`src/rtl/led_scheduler.sv`:
```
// LEDR bank owner: arbitrates lamp test, processor writes and a 1 Hz heartbeat
// onto ten LEDs, and exports synchronized, debounced KEY levels.
module led_scheduler #(
    parameter int TICK_DIV   = 50_000_000,
    parameter int DEB_CYCLES = 1_000_000,
    parameter int HOLD_TICKS = 3
) (
    input  logic       clk,
    input  logic       rst,
    input  logic [3:0] key_n,
    input  logic [9:0] proc_leds,
    input  logic       proc_wr,
    output logic [9:0] leds,
    output logic [1:0] src,
    output logic [3:0] keys_pressed,
    output logic       tick
);

    localparam int DIV_W  = (TICK_DIV > 1) ? $clog2(TICK_DIV) : 1;
    localparam int DEB_W  = (DEB_CYCLES > 0) ? $clog2(DEB_CYCLES + 1) : 1;
    localparam int HOLD_W = (HOLD_TICKS > 0) ? $clog2(HOLD_TICKS + 1) : 1;

    localparam logic [DIV_W-1:0]  DIV_LAST  = DIV_W'(TICK_DIV - 1);
    localparam logic [DEB_W-1:0]  DEB_LAST  = DEB_W'(DEB_CYCLES - 1);
    localparam logic [HOLD_W-1:0] HOLD_LOAD = HOLD_W'(HOLD_TICKS);

    typedef enum logic [1:0] {
        ST_HB   = 2'd0,
        ST_PROC = 2'd1,
        ST_TEST = 2'd2
    } state_t;

    logic [DIV_W-1:0]            div_r, div_s;
    logic                        tick_r;
    logic [3:0]                  sync1_r, sync2_r;
    logic [3:0]                  db_r, db_s;
    logic [3:0][DEB_W-1:0]       cnt_r, cnt_s;
    logic [3:0]                  kp_r, kp_s;
    logic [9:0]                  hb_r, hb_s;
    logic [9:0]                  proc_q_r, proc_q_s;
    logic [HOLD_W-1:0]           hold_r, hold_s;
    logic                        pat_r, pat_s;
    state_t                      state_r, state_s;
    logic [9:0]                  leds_r, leds_s;
    logic [1:0]                  src_r, src_s;

    // Tick divider next value
    always_comb begin
        div_s = div_r;
        if (div_r == DIV_LAST) begin
            div_s = '0;
        end else begin
            div_s = div_r + DIV_W'(1'b1);
        end
    end

    // Debouncers: accept the synced level once it has differed for DEB_CYCLES cycles
    always_comb begin
        db_s  = db_r;
        cnt_s = cnt_r;
        for (int i = 0; i < 4; i++) begin
            if (sync2_r[i] == db_r[i]) begin
                cnt_s[i] = '0;
            end else if (cnt_r[i] == DEB_LAST) begin
                db_s[i]  = sync2_r[i];
                cnt_s[i] = '0;
            end else begin
                cnt_s[i] = cnt_r[i] + DEB_W'(1'b1);
            end
        end
        kp_s = ~db_s;
    end

    // Heartbeat and processor latch; the key-0 clear beats a tick, a write beats a decrement
    always_comb begin
        hb_s     = hb_r;
        proc_q_s = proc_q_r;
        hold_s   = hold_r;
        if (kp_s[0]) begin
            hb_s = 10'd0;
        end else if (tick_r) begin
            hb_s = hb_r + 10'd1;
        end else begin
            hb_s = hb_r;
        end
        if (proc_wr) begin
            proc_q_s = proc_leds;
            hold_s   = HOLD_LOAD;
        end else if (tick_r && (hold_r != '0)) begin
            hold_s = hold_r - HOLD_W'(1'b1);
        end else begin
            hold_s = hold_r;
        end
    end

    // Next state from next-cycle key and hold values
    always_comb begin
        state_s = ST_HB;
        if (kp_s[1]) begin
            state_s = ST_TEST;
        end else if (hold_s != '0) begin
            state_s = ST_PROC;
        end else begin
            state_s = ST_HB;
        end
    end

    // Test pattern starts lit on entry and toggles per tick while testing
    always_comb begin
        pat_s = pat_r;
        if ((state_s == ST_TEST) && (state_r != ST_TEST)) begin
            pat_s = 1'b1;
        end else if ((state_r == ST_TEST) && tick_r) begin
            pat_s = ~pat_r;
        end else begin
            pat_s = pat_r;
        end
    end

    // Output selection for the upcoming state
    always_comb begin
        leds_s = hb_s;
        src_s  = 2'd0;
        case (state_s)
            ST_HB: begin
                leds_s = hb_s;
                src_s  = 2'd0;
            end
            ST_PROC: begin
                leds_s = proc_q_s;
                src_s  = 2'd1;
            end
            ST_TEST: begin
                leds_s = {10{pat_s}};
                src_s  = 2'd2;
            end
            default: begin
                leds_s = hb_s;
                src_s  = 2'd0;
            end
        endcase
    end

    // Datapath registers
    always_ff @(posedge clk or posedge rst) begin
        if (rst) begin
            div_r    <= '0;
            tick_r   <= 1'b0;
            sync1_r  <= 4'b1111;
            sync2_r  <= 4'b1111;
            db_r     <= 4'b1111;
            cnt_r    <= '0;
            kp_r     <= 4'b0000;
            hb_r     <= 10'd0;
            proc_q_r <= 10'd0;
            hold_r   <= '0;
            pat_r    <= 1'b0;
        end else begin
            div_r    <= div_s;
            tick_r   <= (div_s == DIV_LAST);
            sync1_r  <= key_n;
            sync2_r  <= sync1_r;
            db_r     <= db_s;
            cnt_r    <= cnt_s;
            kp_r     <= kp_s;
            hb_r     <= hb_s;
            proc_q_r <= proc_q_s;
            hold_r   <= hold_s;
            pat_r    <= pat_s;
        end
    end

    // State register and registered LED drive
    always_ff @(posedge clk or posedge rst) begin
        if (rst) begin
            state_r <= ST_HB;
            leds_r  <= 10'd0;
            src_r   <= 2'd0;
        end else begin
            state_r <= state_s;
            leds_r  <= leds_s;
            src_r   <= src_s;
        end
    end

    assign leds         = leds_r;
    assign src          = src_r;
    assign keys_pressed = kp_r;
    assign tick         = tick_r;

endmodule

```
`config.mk`:
```
export PLATFORM = sky130hd
export DESIGN_NAME = led_scheduler
export DESIGN_NICKNAME = d
export VERILOG_FILES = /design/src/rtl/led_scheduler.sv
export SDC_FILE = /design/constraint.sdc
export NUM_CORES = 1
export LEC_CHECK = 0
export CORE_MARGIN = 4
export CORE_UTILIZATION = 50
export DETAILED_ROUTE_END_ITERATION = 16
export PLACE_DENSITY = 0.8
export SYNTH_ARGS = -nofsm -noshare
export SYNTH_HDL_FRONTEND = slang
export SYNTH_SLANG_ARGS = --single-unit
```
`constraint.sdc`:
```
create_clock -name clk -period 6.8 [get_ports clk]
set_clock_uncertainty 0.15 [all_clocks]
set_input_delay 0.68 -clock clk [delete_from_list [all_inputs] [get_ports clk]]
set_output_delay 0.68 -clock clk [all_outputs]
set_load 0.01 [all_outputs]
```
==> results_dict.tcl, run 1 <==
set metrics [dict create \
    grtUsageTotal 0.179 \
    combinationalPowerShare 0.029 \
    path_class "reg2reg" \
    seq_area_frac_synth 0.541 \
    synthDistinctLibCells 49 \
    grt_overflow 0 \
    syn_area_per_cell_sq_um 10.3 \
    worst_ep_arrival_time_ps 3060 \
    intPower_mw 1.60 \
    hold_buffers 0 \
    max_freq_ghz 0.352 \
    dr.pass1.iters 4 \
    finalCritPeriodShare 0.417 \
    numCtsBuffers 17 \
    critPathRequiredTime_ps 7020 \
    r2r_slack_ps 3960 \
    clk_pin_slew_worst_paths_ps 60 \
    ys_warn_count 0 \
    finalSetupViolCount 0 \
    p_clk_frac 0.496 \
    first_iter_violations 402 \
    worstMarginPinSlew_ps 1020 \
    wl_per_cell_microns 14.6 \
    placedCellCount 913 \
    r2r_cells 7 \
    p_sw_frac 0.211 \
    power_leakage_nw 3.55 \
    antenna_found_initial 0 \
    grt_pass1_vias 4973 \
    die_area_sq_um 16700 \
    p_sw_mw 0.428 \
    synthCells 714 \
    p_seq_frac 0.475 \
    hold_viol_final 0 \
    dpl.hpwl_microns 8920 \
    instances_no_fill 945 \
    diodes 0 \
    io_pins 34 \
    coreArea_sq_um 14500 \
    hold_path_depth 0 \
    rsz0062_at_grt "false" \
    post-cts-setup-buffer-count 0 \
    r2r-end "tick$_DFF_PP0_" \
    min_to "sync2_r[3]$_DFF_PP1_" \
    drive_gt1_frac 0.0894 \
    cts.sinks 158 \
    initial_core_util 0.507 \
    ys_ff_latch 158 \
    slew_violations 0 \
    cts_tree "built" \
    fillers 1159 \
    p_total_mw 2.03 \
    timing.rr.start "div_r[0]$_DFF_PP0_" \
    via_per_inst 5.35 \
    path_max_fanout 8 \
    rows 44 \
    cts.htree.levels 4 \
    wirelength_microns 13800 \
    cp-start-kind "flop" \
    die_w_microns 129 \
    clock_path_buffers 2 \
    grt_max_degree 107 \
    drc 0 \
    areaGrowthSynthToFinish_pct 15.1 \
    syn_nets 738 \
    vdd_drop_max_uv 186 \
    cts.repair.resized 0 \
    grt_pass1_wl_microns 24000 \
    async_flop_share 1.00 \
    crit_path_end_kind "flop" \
    hold_path_class "reg2reg" \
    power_density_nw_per_um2 240 \
    relSlewSlack 0.303 \
    design_area_sq_um 8450 \
    vias 5058 \
    placed_cell_area_sq_um 7820 \
    ant_nets 0 \
    synth_area_sq_um 7340 \
    fin_util 0.583 \
    insertion_delay_ps 430 \
    root_buffer "clkbuf_16" \
    die_y_microns 129 \
    synth_edf_count 0 \
    synth-main-ff-cell "dfrtp_1" \
    layout_common_cells "dfrtp_1 (146), nor2_1 (130), xor2_1 (67)" \
    port_buffers 33 \
    max-cap-violations 0 \
    routabilityCongestion 0.836 \
    mostFrequentLayoutCell "dfrtp_1" \
    setup-tns-final_ps 0 \
    status "finished clean" \
    final.min_clock_period_ps 2840 \
    min_from "sync1_r[3]$_DFF_PP1_" \
    nNetsFinal 772 \
]
[cells in the mapped netlist (2+ instances only)]
library cell / number / share of area
nand2b_1: 6 / 0.0051
inv_1: 19 / 0.0097
nand4_1: 22 / 0.019
or3_1: 6 / 0.0051
nor2b_1: 3 / 0.0026
a21oi_1: 10 / 0.0068
nor3_1: 12 / 0.0082
nor4_4: 2 / 0.0058
buf_2: 9 / 0.0061
o21a_1: 7 / 0.0072
or2_2: 3 / 0.0026
nor4b_1: 2 / 0.0024
and4_1: 6 / 0.0072
nor2_1: 130 / 0.067
xnor2_1: 43 / 0.051
mux2i_2: 2 / 0.0038
dfrtp_1: 146 / 0.50
o21ai_1: 7 / 0.0048
dfstp_2: 12 / 0.043
nand3b_1: 3 / 0.0031
xor2_1: 67 / 0.080
nand3_1: 40 / 0.027
o31a_1: 2 / 0.0024
buf_6: 2 / 0.0031
clkbuf_1: 9 / 0.0046
nor4_1: 16 / 0.014
o21ai_0: 9 / 0.0061
and3_1: 15 / 0.013
nor4bb_1: 2 / 0.0027
nand2_1: 53 / 0.027
ha_1: 7 / 0.012
and2_1: 8 / 0.0068
o211ai_1: 2 / 0.0020
mux2_2: 11 / 0.017
nor3b_1: 2 / 0.0020
mux2i_1: 6 / 0.0082
[layout make-up]
cell class / count / area, sq um / area share
Multi-Input combinational cell: 516 / 3190 / 0.378
Clock inverter: 13 / 188 / 0.0222
Clock buffer: 19 / 443 / 0.0524
Timing Repair Buffer: 35 / 345 / 0.0409
Tap cell: 184 / 230 / 0.0273
Inverter: 20 / 80.1 / 0.00948
Sequential cell: 158 / 3970 / 0.470
[logic make-up after synthesis]
family | synth area share
mux | 0.0288
simple gates | 0.229
xor+xnor | 0.131
buf+inv | 0.0240
flops | 0.541
fa+ha+maj | 0.0119
compound gates | 0.0336
[worst max-delay path by stage]
| stage | startpoint | endpoint | slack (ps) | depth (start not counted) |
|---|---|---|---|---|
| after floorplan | rst | cnt_r[0]$_DFF_PP0_ | 1730 | 1 |
| after global placement | cnt_r[8]$_DFF_PP0_ | leds[3]$_DFF_PP0_ | 4010 | 5 |
| after detailed placement | proc_wr | leds[1]$_DFF_PP0_ | 3870 | 5 |
| after CTS | cnt_r[7]$_DFF_PP0_ | leds[3]$_DFF_PP0_ | 3950 | 6 |
| after global routing | div_r[0]$_DFF_PP0_ | tick$_DFF_PP0_ | 3700 | 7 |
| final | div_r[0]$_DFF_PP0_ | tick$_DFF_PP0_ | 3960 | 7 |
[critical path: stages, from the launching register on]
cell and delay [ps]:
dfrtp_1 390, ha_1 230, nand3_1 200, nor4_4 560, nor3b_1 370, mux2_2 380
nor4b_1 280, and4_1 210
[power groups by stage]
stage	clock, mW	sequential [mW]	combinational [mW]
after floorplan	0	0.980	0.0390
after detailed placement	0	0.981	0.0590
after global placement	0	0.981	0.0587
after global routing	1.07	0.966	0.0672
final	1.01	0.965	0.0581
after CTS	1.02	0.965	0.0601
[registers in the layout (all words and copies together) (netlist names), 2 cells and up]
name	flops
div_r	26
proc_q_r	10
src	2
keys_pressed	4
sync1_r	4
db_r	4
cnt_r	80
hold_r	2
leds	10
sync2_r	4
hb_r	10
[metal layers]
layer,vias to the layer above,global-route usage,wire length (microns)
met5,-,0,0
met4,0,0.0587,197
met3,18,0.0491,489
met2,80,0.282,6640
met1,2493,0.241,6510
li1,2467,-,-
[through the flow]
step,hold slack [ps],worst slack [ps]
after floorplan,195,1730
after global placement,197,4010
after detailed placement,197,3870
after CTS,206,3950
after global routing,212,3700
final,206,3960
No activity file was read; power rests on OpenSTA's default activity.
==> inputs of run 2 (changes only) <==
Settings changed: PLACE_DENSITY 0.8 to 0.83.
Clock period 6.8 ns to 2.5 ns, I/O delays scaled along.
==> results_dict.tcl, run 2 (same netlist as run 1, synthesis figures left out) <==
set metrics [dict create \
    nNetsFinal 797 \
    status "finished clean" \
    worst_ep_arrival_time_ps 2630 \
    die_area_sq_um 16700 \
    clock_path_buffers 2 \
    dr.pass1.iters 4 \
    wirelength_microns 14400 \
    min_to "sync1_r[2]$_DFF_PP1_" \
    min_from "key_n[2]" \
    max-cap-violations 0 \
    via_per_inst 5.37 \
    coreArea_sq_um 14500 \
    cts.sinks 158 \
    finalCritPeriodShare 0.977 \
    relSlewSlack 0.583 \
    io_pins 34 \
    r2r_slack_ps 60 \
    regArea_sq_um 3970 \
    cts_tree "built" \
    numCtsBuffers 17 \
    insertion_delay_ps 430 \
    drc 0 \
    slew_violations 0 \
    path_class "reg2reg" \
    cts.htree.levels 4 \
    grt_pass1_vias 5133 \
    hold_path_depth 1 \
    rows 44 \
    power_leakage_nw 3.70 \
    largest_register "cnt_r" \
    die_w_microns 129 \
    largest_reg_flops 80 \
    mostFrequentLayoutCell "dfrtp_1" \
    initial_core_util 0.507 \
    max_freq_ghz 0.409 \
    first_iter_violations 364 \
    areaGrowthSynthToFinish_pct 18.3 \
    dpl.hpwl_microns 9380 \
    antenna_found_initial 0 \
    finalSetupViolCount 0 \
    multi_input_area_sq_um 3220 \
    routabilityCongestion 0.846 \
    vdd_drop_max_uv 513 \
    path_max_fanout 7 \
    critPathRequiredTime_ps 2690 \
    cp-start-kind "flop" \
    hold_path_class "in2reg" \
    worstMarginPinSlew_ps 625 \
    port_buffers 33 \
    grtUsageTotal 0.182 \
    final.min_clock_period_ps 2440 \
    fillers 1114 \
    hold_viol_final 0 \
    crit_path_end_kind "flop" \
    r2r-end "leds[6]$_DFF_PP0_" \
    grt_max_degree 120 \
    diodes 0 \
    setup-tns-final_ps 0 \
    power_density_nw_per_um2 632 \
    grt_pass1_wl_microns 24300 \
    vias 5209 \
    drive_gt1_frac 0.122 \
    layout_common_cells "dfrtp_1 (145), nor2_1 (130), xor2_1 (67)" \
    timing.rr.start "cnt_r[7]$_DFF_PP0_" \
    root_buffer "clkbuf_16" \
    grt_overflow 0 \
    fin_util 0.599 \
    ant_nets 0 \
    holdWs_ps 77.9 \
    die_y_microns 129 \
    wl_per_cell_microns 14.8 \
    r2r_cells 6 \
    clk_pin_slew_worst_paths_ps 60 \
    largestRegisters "cnt_r x80, div_r x26" \
]
## run 2: cell count changes in the layout (fill, tap and decap cells not counted), moves of 2 or more
cell        previous run  this run
buf_4                  2        25
clkinvlp_4             3         5
buf_12                 0         2
inv_6                  3         1
## run 2: metrics by stage
step	instance area [sq um]	worst slack, ps	power, mW	instances
2_1_floorplan	7340	28.2	2.77	714
6_report	8670	56.8	5.48	970
4_1_cts	8640	17.6	5.55	969
5_1_grt	8670	-9.76	5.67	970
3_5_place_dp	8020	14.9	2.84	937
3_3_place_gp	8020	44.3	2.84	937
## run 2: per-layer routing
layer	wire length, microns	track usage	vias up
li1	-	-	2515
met1	6630	0.237	2593
met2	7000	0.298	77
met3	491	0.0404	24
met4	248	0.0729	0
met5	0	0	-
## run 2: what timing repair did
item / in CTS / in global routing
buffers inserted: 0 / 1
setup endpoints to repair: 0 / 10
resized for setup: 0 / 4
hold buffers: 0 / 0
## run 2: how the worst max path moves through the flow
stage	from	endpoint	cells after the start
global placement	cnt_r[7]$_DFF_PP0_	leds[0]$_DFF_PP0_	7
detailed placement	cnt_r[7]$_DFF_PP0_	leds[1]$_DFF_PP0_	7
floorplan	div_r[0]$_DFF_PP0_	tick$_DFF_PP0_	7
finish	cnt_r[7]$_DFF_PP0_	leds[6]$_DFF_PP0_	6
global route	cnt_r[7]$_DFF_PP0_	leds[4]$_DFF_PP0_	6
CTS	cnt_r[7]$_DFF_PP0_	leds[1]$_DFF_PP0_	7
## run 2: cell type report
cell class | count | share of cell area
flip-flops and latches | 158 | 0.458
multi-input cells | 516 | 0.371
repair buffers | 60 | 0.0643
clock buffers | 18 | 0.0495
well taps | 184 | 0.0265
clock inverters | 14 | 0.0221
inverters | 20 | 0.00909
## run 2: critical path, cell delays in order, from the launching register on
cell and delay [ps]:
dfrtp_1 390, nor4_2 310, nand4_1 160, or4_4 570, mux2i_4 240, or3_1 380
a21oi_1 160
## run 2: report_power, final
part / internal [mW] / switching, mW
sequential: 2.60 / 0.0245
combinational: 0.0661 / 0.104
clock: 1.67 / 1.02
==> inputs of run 3 (changes only) <==
Settings changed: CORE_ASPECT_RATIO from default to 2, CORE_UTILIZATION 50 to 44, PLACE_DENSITY 0.83 to 0.76.
Clock period 2.5 ns to 2.2 ns, I/O delays scaled along.
==> results_dict.tcl, run 3 (same netlist as run 1, synthesis figures left out) <==
set metrics [dict create \
    path_cells "nor4_2 -> nand4_1 -> or4_4 -> mux2i_4 -> or3_1 -> a21oi_2" \
    dr.pass1.iters 5 \
    max_freq_ghz 0.422 \
    hold_path_class "in2async" \
    dpl.hpwl_microns 11200 \
    insertion_delay_ps 420 \
    finalCritPeriodShare 1.08 \
    p_sw_frac 0.242 \
    rsz0062_at_grt "true" \
    rows 66 \
    largest_reg_flops 80 \
    holdWs_ps 25.5 \
    fillers 1377 \
    slew_violations 0 \
    routabilityCongestion 0.862 \
    dp_slack_ps -220 \
    vdd_drop_max_uv 531 \
    wl_per_cell_microns 15.5 \
    p_sw_mw 1.46 \
    wirelength_microns 16300 \
    path_max_fanout 5 \
    cts_tree "built" \
    grt_overflow 0 \
    power_leakage_nw 4.05 \
    coreArea_sq_um 16400 \
    antenna_found_initial 0 \
    layout_common_cells "dfrtp_1 (146), nor2_1 (119), buf_4 (72)" \
    worst_slack_ps -168 \
    mostFrequentLayoutCell "dfrtp_1" \
    ant_nets 0 \
    critPathRequiredTime_ps 2400 \
    drive_gt1_frac 0.216 \
    areaGrowthSynthToFinish_pct 27.5 \
    combinationalPowerShare 0.038 \
    violations "setup timing" \
    status "complete, but fails checks" \
    p_clk_frac 0.468 \
    worst_ep_arrival_time_ps 2570 \
    cpMaxStageDelayCell "or4_4" \
    max_stage_delay_ps 600 \
    numCtsBuffers 17 \
    path_class "reg2reg" \
    intPower_mw 4.57 \
    largestRegisters "cnt_r x80, div_r x26" \
    drc 0 \
    instances_no_fill 1051 \
    io_pins 34 \
    clk_pin_slew_worst_paths_ps 70 \
    grtUsageTotal 0.182 \
    design_area_sq_um 9350 \
    finalSetupViolCount 18 \
    worstMarginPinSlew_ps 484 \
    cp-start-kind "flop" \
    setup-tns-final_ps -1200 \
    initial_core_util 0.449 \
    placed_cell_area_sq_um 8470 \
    die_area_sq_um 18900 \
    die_w_microns 99.3 \
    placedCellCount 1002 \
    p_total_mw 6.04 \
    root_buffer "clkbuf_16" \
    largest_register "cnt_r" \
    relSlewSlack 0.677 \
    clock_path_buffers 2 \
    via_per_inst 5.27 \
    p_seq_frac 0.494 \
    cts.sinks 158 \
    die_y_microns 191 \
    fin_util 0.572 \
    grt_pass1_wl_microns 27400 \
    hold_buffers 0 \
    nNetsFinal 858 \
    vias 5537 \
    cts.htree.levels 4 \
    crit_path_end_kind "flop" \
    first_iter_violations 198 \
    grt_pass1_vias 5883 \
    diodes 0 \
    grt_max_degree 57 \
    power_density_nw_per_um2 645 \
    final.min_clock_period_ps 2370 \
    hold_viol_final 0 \
    port_buffers 33 \
    max-cap-violations 0 \
]
-- run 3: cell type report --
| type | count | area, sq um | area share |
|---|---|---|---|
| Sequential cell | 158 | 3970 | 0.424 |
| Multi-Input combinational cell | 517 | 3360 | 0.359 |
| Timing Repair Buffer | 119 | 1120 | 0.120 |
| Clock buffer | 18 | 439 | 0.0470 |
| Tap cell | 204 | 255 | 0.0273 |
| Clock inverter | 14 | 121 | 0.0130 |
| Inverter | 20 | 78.8 | 0.00843 |
| Timing Repair inverter | 1 | 7.51 | 0.000803 |
-- run 3: critical path, delay by kind of cell, from the launching register on --
family,cells,cell delay [ps]
AND/OR/NAND/NOR,4,1390
flip-flops,1,390
multiplexers,1,230
AO/OA/AOI/OAI,1,120
-- run 3: path summary, 6_finish.rpt --
path                                      start              endpoint  slack (ps)  depth (start not counted)
setup / recovery            cnt_r[15]$_DFF_PP0_     leds[2]$_DFF_PP0_        -170                          6
hold reg to reg            sync1_r[3]$_DFF_PP1_  sync2_r[3]$_DFF_PP1_         210                          0
max in group asynchronous                   rst  sync1_r[2]$_DFF_PP1_        1190                          3
setup reg to reg            cnt_r[15]$_DFF_PP0_     leds[2]$_DFF_PP0_        -170                          6
hold / removal                              rst   cnt_r[74]$_DFF_PP0_          30                          2
min in group clk                       key_n[3]  sync1_r[3]$_DFF_PP1_          50                          1
-- run 3: metal layers --
metal / global-route usage / part of all wire / up-vias
met1: 0.192 / 0.37 / 2754
met3: 0.0293 / 0.018 / 48
met5: 0 / 0 / -
met4: 0.108 / 0.048 / 0
li1: - / - / 2652
met2: 0.331 / 0.56 / 83
-- run 3: repair_timing --
action                                  4_1_cts  5_1_grt
endpoints found under the setup margin       22       44
setup buffers                                 7        9
gates resized for setup                      10       31
pin swaps                                    21        7
gates cloned                                  1        3
-- run 3: power by group through the flow --
stage	sequential [mW]	clock (mW)	combinational, mW
4_1_cts	2.98	2.90	0.222
2_1_floorplan	3.03	0	0.121
5_1_grt	2.99	3.03	0.258
6_report	2.98	2.83	0.228
3_5_place_dp	3.03	0	0.220
3_3_place_gp	3.03	0	0.217
